===== src/rtl/fetch_unit_if.sv =====
// Fetch unit channels: instruction-memory request/response and the decode-side
// instruction handshake. master = fetch_unit, slave = memory/decode environment.
interface fetch_unit_if #(
  parameter int ADDR_WIDTH = 32,
  parameter int DATA_WIDTH = 32
);
  logic                  imem_req_valid;
  logic [ADDR_WIDTH-1:0] imem_req_addr;
  logic                  imem_req_ready;
  logic                  imem_rsp_valid;
  logic [DATA_WIDTH-1:0] imem_rsp_data;
  logic [DATA_WIDTH-1:0] Instr;
  logic [ADDR_WIDTH-1:0] PC;
  logic [ADDR_WIDTH-1:0] PCPlus4;
  logic                  instr_valid;
  logic                  instr_ready;

  modport master (
    output imem_req_valid, imem_req_addr,
    input  imem_req_ready,
    input  imem_rsp_valid, imem_rsp_data,
    output Instr, PC, PCPlus4, instr_valid,
    input  instr_ready
  );

  modport slave (
    input  imem_req_valid, imem_req_addr,
    output imem_req_ready,
    output imem_rsp_valid, imem_rsp_data,
    input  Instr, PC, PCPlus4, instr_valid,
    output instr_ready
  );
endinterface


===== src/rtl/fetch_unit.sv =====
// Instruction fetch front end: PC owner, in-order imem requests, DEPTH-entry instruction FIFO.
// Latency: request handshake to instr_valid is 2 cycles with 1-cycle memory; optional FETCH_MISALIGN_CHECK_EN adds sticky misalign.
// Backpressure: issue stops when FIFO entries plus in-flight requests reach DEPTH; a request holds until imem_req_ready.

module sync_fifo #(
  parameter int               WIDTH   = 8,
  parameter int               DEPTH   = 2,
  parameter logic [WIDTH-1:0] RST_VAL = '0
) (
  input  logic                   clk,
  input  logic                   rst_n,
  input  logic                   flush,
  input  logic                   push_vld,
  input  logic [WIDTH-1:0]       push_dat,
  input  logic                   pop,
  output logic [WIDTH-1:0]       head_dat,
  output logic [$clog2(DEPTH):0] count
);
  localparam int PW = $clog2(DEPTH);
  localparam int CW = PW + 1;

  logic [WIDTH-1:0] mem [DEPTH];
  logic [PW-1:0]    rd_ptr;
  logic [PW-1:0]    wr_ptr;

  // flush wins over a same-cycle push or pop
  always_ff @(posedge clk or negedge rst_n) begin
    if (!rst_n) begin
      for (int i = 0; i < DEPTH; i++) mem[i] <= RST_VAL;
      rd_ptr <= '0;
      wr_ptr <= '0;
      count  <= '0;
    end else if (flush) begin
      rd_ptr <= '0;
      wr_ptr <= '0;
      count  <= '0;
    end else begin
      if (push_vld) begin
        mem[wr_ptr] <= push_dat;
        wr_ptr      <= wr_ptr + PW'(1);
      end
      if (pop) rd_ptr <= rd_ptr + PW'(1);
      count <= count + CW'(push_vld) - CW'(pop);
    end
  end

  assign head_dat = mem[rd_ptr];
endmodule

module fetch_unit #(
  parameter int                    ADDR_WIDTH = 32,
  parameter int                    DATA_WIDTH = 32,
  parameter int                    DEPTH      = 2,
  parameter logic [ADDR_WIDTH-1:0] RESET_PC   = 32'h0000_0000
) (
  input  logic                  clk,
  input  logic                  rst_n,
  input  logic                  PCSrc,
  input  logic [ADDR_WIDTH-1:0] PCTarget,
`ifdef FETCH_MISALIGN_CHECK_EN
  output logic                  misalign,
`endif
  fetch_unit_if.master          bus
);
  localparam int CW = $clog2(DEPTH) + 1;

  typedef enum logic [1:0] {BOOT, FETCH, FLUSH} state_t;

  typedef struct packed {
    logic [ADDR_WIDTH-1:0] pc;
    logic [DATA_WIDTH-1:0] instr;
  } fifo_ent_t;

  state_t                state_q, state_d;
  logic [CW-1:0]         outstanding_q, outstanding_d;
  logic [CW-1:0]         drop_q, drop_d;
  logic [CW-1:0]         fifo_count;
  logic [ADDR_WIDTH-1:0] fetch_pc_q, fetch_pc_d;
  logic [ADDR_WIDTH-1:0] resp_pc_q, resp_pc_d;
  logic [ADDR_WIDTH-1:0] target_al;
  logic [CW:0]           inflight;
  logic                  req_vld;
  logic                  req_hs;
  logic                  rsp_drop;
  logic                  push;
  logic                  pop;
  logic                  head_vld;
  fifo_ent_t             push_ent;
  fifo_ent_t             head_ent;

  assign target_al = {PCTarget[ADDR_WIDTH-1:2], 2'b00};
  assign head_vld  = (fifo_count != '0);

  always_comb begin
    inflight      = {1'b0, fifo_count} + {1'b0, outstanding_q};
    // gating on PCSrc keeps the redirect cycle request-free
    req_vld       = (state_q == FETCH) && (inflight < (CW+1)'(DEPTH)) && !PCSrc;
    req_hs        = req_vld && bus.imem_req_ready;
    rsp_drop      = bus.imem_rsp_valid && (drop_q != '0);
    push          = bus.imem_rsp_valid && !rsp_drop && !PCSrc;
    pop           = head_vld && bus.instr_ready && !PCSrc;
    outstanding_d = outstanding_q + CW'(req_hs) - CW'(bus.imem_rsp_valid);
    fetch_pc_d    = req_hs ? fetch_pc_q + ADDR_WIDTH'(4) : fetch_pc_q;
    resp_pc_d     = push ? resp_pc_q + ADDR_WIDTH'(4) : resp_pc_q;
    drop_d        = rsp_drop ? drop_q - CW'(1) : drop_q;
    state_d       = state_q;

    case (state_q)
      BOOT:    state_d = FETCH;
      FETCH:   state_d = FETCH;
      FLUSH:   if (drop_q == '0) state_d = FETCH;
      default: state_d = BOOT;
    endcase

    // every word still in flight after this cycle belongs to the old stream
    if (PCSrc) begin
      fetch_pc_d = target_al;
      resp_pc_d  = target_al;
      drop_d     = outstanding_d;
      state_d    = (outstanding_d != '0) ? FLUSH : FETCH;
    end
  end

  always_ff @(posedge clk or negedge rst_n) begin
    if (!rst_n) begin
      state_q       <= BOOT;
      outstanding_q <= '0;
      drop_q        <= '0;
      fetch_pc_q    <= RESET_PC;
      resp_pc_q     <= RESET_PC;
    end else begin
      state_q       <= state_d;
      outstanding_q <= outstanding_d;
      drop_q        <= drop_d;
      fetch_pc_q    <= fetch_pc_d;
      resp_pc_q     <= resp_pc_d;
    end
  end

  assign push_ent.pc    = resp_pc_q;
  assign push_ent.instr = bus.imem_rsp_data;

  sync_fifo #(
    .WIDTH   ($bits(fifo_ent_t)),
    .DEPTH   (DEPTH),
    .RST_VAL ({RESET_PC, {DATA_WIDTH{1'b0}}})
  ) u_fifo (
    .clk      (clk),
    .rst_n    (rst_n),
    .flush    (PCSrc),
    .push_vld (push),
    .push_dat (push_ent),
    .pop      (pop),
    .head_dat (head_ent),
    .count    (fifo_count)
  );

  assign bus.imem_req_valid = req_vld;
  assign bus.imem_req_addr  = fetch_pc_q;
  assign bus.instr_valid    = head_vld;
  assign bus.Instr          = head_ent.instr;
  assign bus.PC             = head_ent.pc;
  assign bus.PCPlus4        = head_ent.pc + ADDR_WIDTH'(4);

`ifdef FETCH_MISALIGN_CHECK_EN
  always_ff @(posedge clk or negedge rst_n) begin
    if (!rst_n) misalign <= 1'b0;
    else if (PCSrc && (PCTarget[1:0] != 2'b00)) misalign <= 1'b1;
  end
`else
  logic unused_target_lsb;
  assign unused_target_lsb = ^PCTarget[1:0];
`endif
endmodule


===== src/flat_wrapper.sv =====
// flat-port wrapper written by rule: the top's interface ports become plain ports
module fetch_unit_flat 
#(
  parameter int                    ADDR_WIDTH = 32,
  parameter int                    DATA_WIDTH = 32,
  parameter int                    DEPTH      = 2,
  parameter logic [ADDR_WIDTH-1:0] RESET_PC   = 32'h0000_0000
)
  (clk, rst_n, PCSrc, PCTarget, bus_imem_req_valid, bus_imem_req_addr, bus_imem_req_ready, bus_imem_rsp_valid, bus_imem_rsp_data, bus_Instr, bus_PC, bus_PCPlus4, bus_instr_valid, bus_instr_ready);
  fetch_unit_if #(.ADDR_WIDTH(ADDR_WIDTH), .DATA_WIDTH(DATA_WIDTH)) bus_i ();
  input  logic clk;
  input  logic rst_n;
  input  logic PCSrc;
  input  logic [ADDR_WIDTH-1:0] PCTarget;
  output wire logic [$bits(bus_i.imem_req_valid)-1:0] bus_imem_req_valid;
  output wire logic [$bits(bus_i.imem_req_addr)-1:0] bus_imem_req_addr;
  input wire logic [$bits(bus_i.imem_req_ready)-1:0] bus_imem_req_ready;
  input wire logic [$bits(bus_i.imem_rsp_valid)-1:0] bus_imem_rsp_valid;
  input wire logic [$bits(bus_i.imem_rsp_data)-1:0] bus_imem_rsp_data;
  output wire logic [$bits(bus_i.Instr)-1:0] bus_Instr;
  output wire logic [$bits(bus_i.PC)-1:0] bus_PC;
  output wire logic [$bits(bus_i.PCPlus4)-1:0] bus_PCPlus4;
  output wire logic [$bits(bus_i.instr_valid)-1:0] bus_instr_valid;
  input wire logic [$bits(bus_i.instr_ready)-1:0] bus_instr_ready;
  assign bus_imem_req_valid = bus_i.imem_req_valid;
  assign bus_imem_req_addr = bus_i.imem_req_addr;
  assign bus_i.imem_req_ready = bus_imem_req_ready;
  assign bus_i.imem_rsp_valid = bus_imem_rsp_valid;
  assign bus_i.imem_rsp_data = bus_imem_rsp_data;
  assign bus_Instr = bus_i.Instr;
  assign bus_PC = bus_i.PC;
  assign bus_PCPlus4 = bus_i.PCPlus4;
  assign bus_instr_valid = bus_i.instr_valid;
  assign bus_i.instr_ready = bus_instr_ready;
  fetch_unit #(.ADDR_WIDTH(ADDR_WIDTH), .DATA_WIDTH(DATA_WIDTH), .DEPTH(DEPTH), .RESET_PC(RESET_PC)) u_core (.clk(clk), .rst_n(rst_n), .PCSrc(PCSrc), .PCTarget(PCTarget), .bus(bus_i));
endmodule

===== config.mk =====
export PLATFORM = sky130hd
export DESIGN_NAME = fetch_unit_flat
export DESIGN_NICKNAME = d
export VERILOG_FILES = /design/src/rtl/fetch_unit_if.sv /design/src/rtl/fetch_unit.sv /design/src/flat_wrapper.sv
export SDC_FILE = /design/constraint.sdc
export NUM_CORES = 1
export LEC_CHECK = 0
export BUFFER_PORTS_ARGS = -buffer_cell sky130_fd_sc_hd__buf_4
export CORE_UTILIZATION = 51
export DETAILED_ROUTE_END_ITERATION = 10
export PLACE_DENSITY = 0.75
export SLEW_MARGIN = 20
export SYNTH_ARGS = -nofsm -noshare
export SYNTH_HDL_FRONTEND = slang
export SYNTH_HIERARCHICAL = 1
export SYNTH_SLANG_ARGS = --single-unit
export TNS_END_PERCENT = 100

===== constraint.sdc =====
create_clock -name clk -period 3.1 [get_ports clk]
set_clock_uncertainty 0.2 [all_clocks]
set_input_delay 0.62 -clock clk [delete_from_list [all_inputs] [get_ports clk]]
set_output_delay 0.62 -clock clk [all_outputs]
set_load 0.05 [all_outputs]

==> impl_metrics.ini <==
[clocking]
clk_latency_ns = 0.43
htree_levels = 4
cts-buffers-inserted = 17
clk_path_buf_depth = 2
clk_pin_slew_worst_paths_ns = 0.07
cts_tree = built
clock_sinks = 198
cts_root_buf = clkbuf_16

[status]
status = finished, violations left
violations = setup timing

[power]
p_switching_mw = 5.87
p_comb_share_pct = 54.6
power_frac_seq_pct = 28.7
power_density_nw_per_um2 = 979
clock_power_share_pct = 16.7
intPower_mw = 7.67
ir_drop_v = 0.000594
switching_share_pct = 43.3
total_leakage_power_nw = 6.51

[synthesis]
synth_edf_count = 0
yosys_warnings = 6
yosysTopAreaCell = dfrtp_1
syn_inst = 840
synthTopCellsByArea = dfrtp_1 48%, mux2_2 14%, mux2_4 8.7%, xnor2_1 4.1%, nand2_1 2.4%
seq_area_frac_synth_pct = 47.8
synth_flop_cell = dfrtp_1
ys_ff_latch = 198
yosys.cell_types.count = 61
synth_area_um2 = 10400
avgSynthCellArea_um2 = 12.3
synth_top_area_share_pct = 47.8
async_flop_share_pct = 100

[detailed_routing]
num_vias = 7545
firstDrtPassIters = 5
viasPerCell = 5.50
drt_iter0_drc = 273
wire_per_inst_um = 17.8
drt.antenna.violating_nets = 0
route.detailed.drc = 0
routed_wl_um = 24400

[sta]
final-hold-violation-count = 0
worst_pin_slew_ns = 0.702
min_period_ns = 3.52
fin_hold_ws_ns = 0.227
setup_viol = 22
fmax_ghz = 0.284
period_share_pct = 113
setup_ws_ns = -0.417
slew_headroom_pct = 53.0
setup_tns_ns = -6.31
rsz0062_at_grt = true
drv_slew = 0

[floorplanning]
die_x_um = 145
rows = 51
die_h_um = 145
ioPinCount = 200
die_area_um2 = 20900
coreArea_um2 = 19700
initial_core_util_pct = 52.6

[global_routing]
grt_pass1_wl_um = 38900
first_global_vias = 7499
antenna_found_initial = 0
grt_max_degree = 67
grt-ovfl-total = 0
grt_use_total_pct = 24.2

[setup_path]
crit_type = register to primary output
crit_required_ns = 2.28
critPathLaunchType = register
arrival_ns = 2.70
crit_fanout = 6
cp-end-kind = primary output

[hold_path]
hp-class = input pin to register

[final_layout]
diodes = 0
final_common_cell = buf_4
final_cell_mix = 230 x buf_4, 197 x dfrtp_1, 120 x mux2_2, 71 x mux2_4, 58 x nand2_1
area_growth_pct = 33.5
nets = 1173
final_layout_size_suffix_gt1_share_pct = 52.0
num-fill-cells = 1397
final_util_pct = 70.1

[placed_design]
dp_hpwl_um = 17300
port_buffers = 195
gp_congestion = 0.837
post-place-ws_ns = -0.143

[flow_run]
cap_violations = 0
-- cells by family after synthesis --
kind of cell	share of synthesized area, %
multiplexers	23.6
flip-flops	47.8
XOR/XNOR	5.79
buffers and inverters	4.21
AO/OA/AOI/OAI	5.65
AND/OR/NAND/NOR	11.8
other	0.0362
adder cells (fa/ha/maj)	1.16
-- cell type report --
class | count | area, µm² | area share, %
Timing Repair Buffer | 271 | 2280 | 16.5
Inverter | 21 | 81.3 | 0.588
Tap cell | 265 | 332 | 2.40
Clock inverter | 14 | 174 | 1.26
Multi-Input combinational cell | 585 | 5580 | 40.3
Sequential cell | 198 | 4960 | 35.8
Clock buffer | 18 | 429 | 3.10
-- power by group through the flow --
stage	clock [mW]	combinational, mW	sequential, mW
floorplan	0	4.96	3.92
global placement	0	7.01	3.86
detailed placement	0	7.09	3.91
CTS	2.31	7.34	3.87
global route	2.41	7.76	4.00
finish	2.26	7.39	3.89
-- cell usage after synthesis (2+ instances only) --
master and count:
a21oi_1 6, a31oi_1 5, and2_1 5, and3_1 10, and4_1 8, buf_12 6
buf_2 10, buf_4 5, buf_6 10, clkbuf_1 9, dfrtp_1 198, ha_1 8
inv_1 19, mux2_1 5, mux2_2 131, mux2_4 60, nand2_1 67, nand2b_1 3
nand3_1 30, nand3b_1 2, nand4_1 19, nor2_1 33, nor3_1 10, nor3_2 7
nor3b_2 2, nor4_1 3, nor4_4 3, o211ai_1 14, o21ai_0 30, o21ai_1 8
o221ai_1 2, o311ai_0 6, o311ai_1 11, or2_2 3, or3_1 2, xnor2_1 49
xor2_1 17
-- critical path, stage by stage, from the launching register on --
cell and delay [ns]:
dfrtp_2 0.45, clkbuf_16 0.18, mux2_4 0.20, nand4_1 0.10, buf_6 0.15, nor4_2 0.26
buf_4 0.17, and4_4 0.28, and2_4 0.19, xor2_4 0.14, buf_6 0.17
-- sequential cells by signal, summed over array words and instances, names as in the netlist --
register and cells:
u_core/u_fifo/rd_ptr 1, u_core/state_q 2, u_core/u_fifo/wr_ptr 1, u_core/outstanding_q 2, u_core/u_fifo/count 2, u_core/u_fifo/mem 128, u_core/bus.imem_req_addr 30, u_core/drop_q 2
u_core/resp_pc_q 30
-- stage by stage --
step | cell area, µm² | cells | total power [mW]
floorplan | 10800 | 845 | 8.87
global placement | 12800 | 1328 | 10.9
detailed placement | 12800 | 1328 | 11.0
CTS | 13700 | 1368 | 13.5
global route | 13800 | 1372 | 14.2
finish | 13800 | 1372 | 13.5
-- routing by layer --
layer	track usage, %	share of wire (%)	vias up
met1	32.4	45	3770
li1	-	-	3518
met2	40.4	48	233
met4	7.15	1.3	0
met5	0	0	-
met3	4.11	5.4	24
-- worst paths after layout --
check	from	end	slack [ns]	depth (start not counted)
min in group asynchronous	rst_n	u_core/u_fifo/mem[79]	0.49	2
worst min register to register	u_core/u_fifo/mem[104]	u_core/u_fifo/mem[104]	0.29	1
max in group asynchronous	rst_n	u_core/u_fifo/mem[124]	1.50	3
worst max-delay path	u_core/u_fifo/rd_ptr	bus_PCPlus4[26]	-0.42	10
worst max register to register	u_core/outstanding_q[0]	u_core/drop_q[1]	0.06	13
worst min-delay path	bus_imem_rsp_data[18]	u_core/u_fifo/mem[18]	0.23	2
-- repair_timing --
item,CTS,global route
pin swaps,18,15
hold endpoints to repair,42,0
hold buffers,1,0
endpoints found under the setup margin,25,30
buffers inserted,7,4
cloned,0,1
gates resized for setup,56,22
Note: power is estimated with default switching activity, not from simulation.
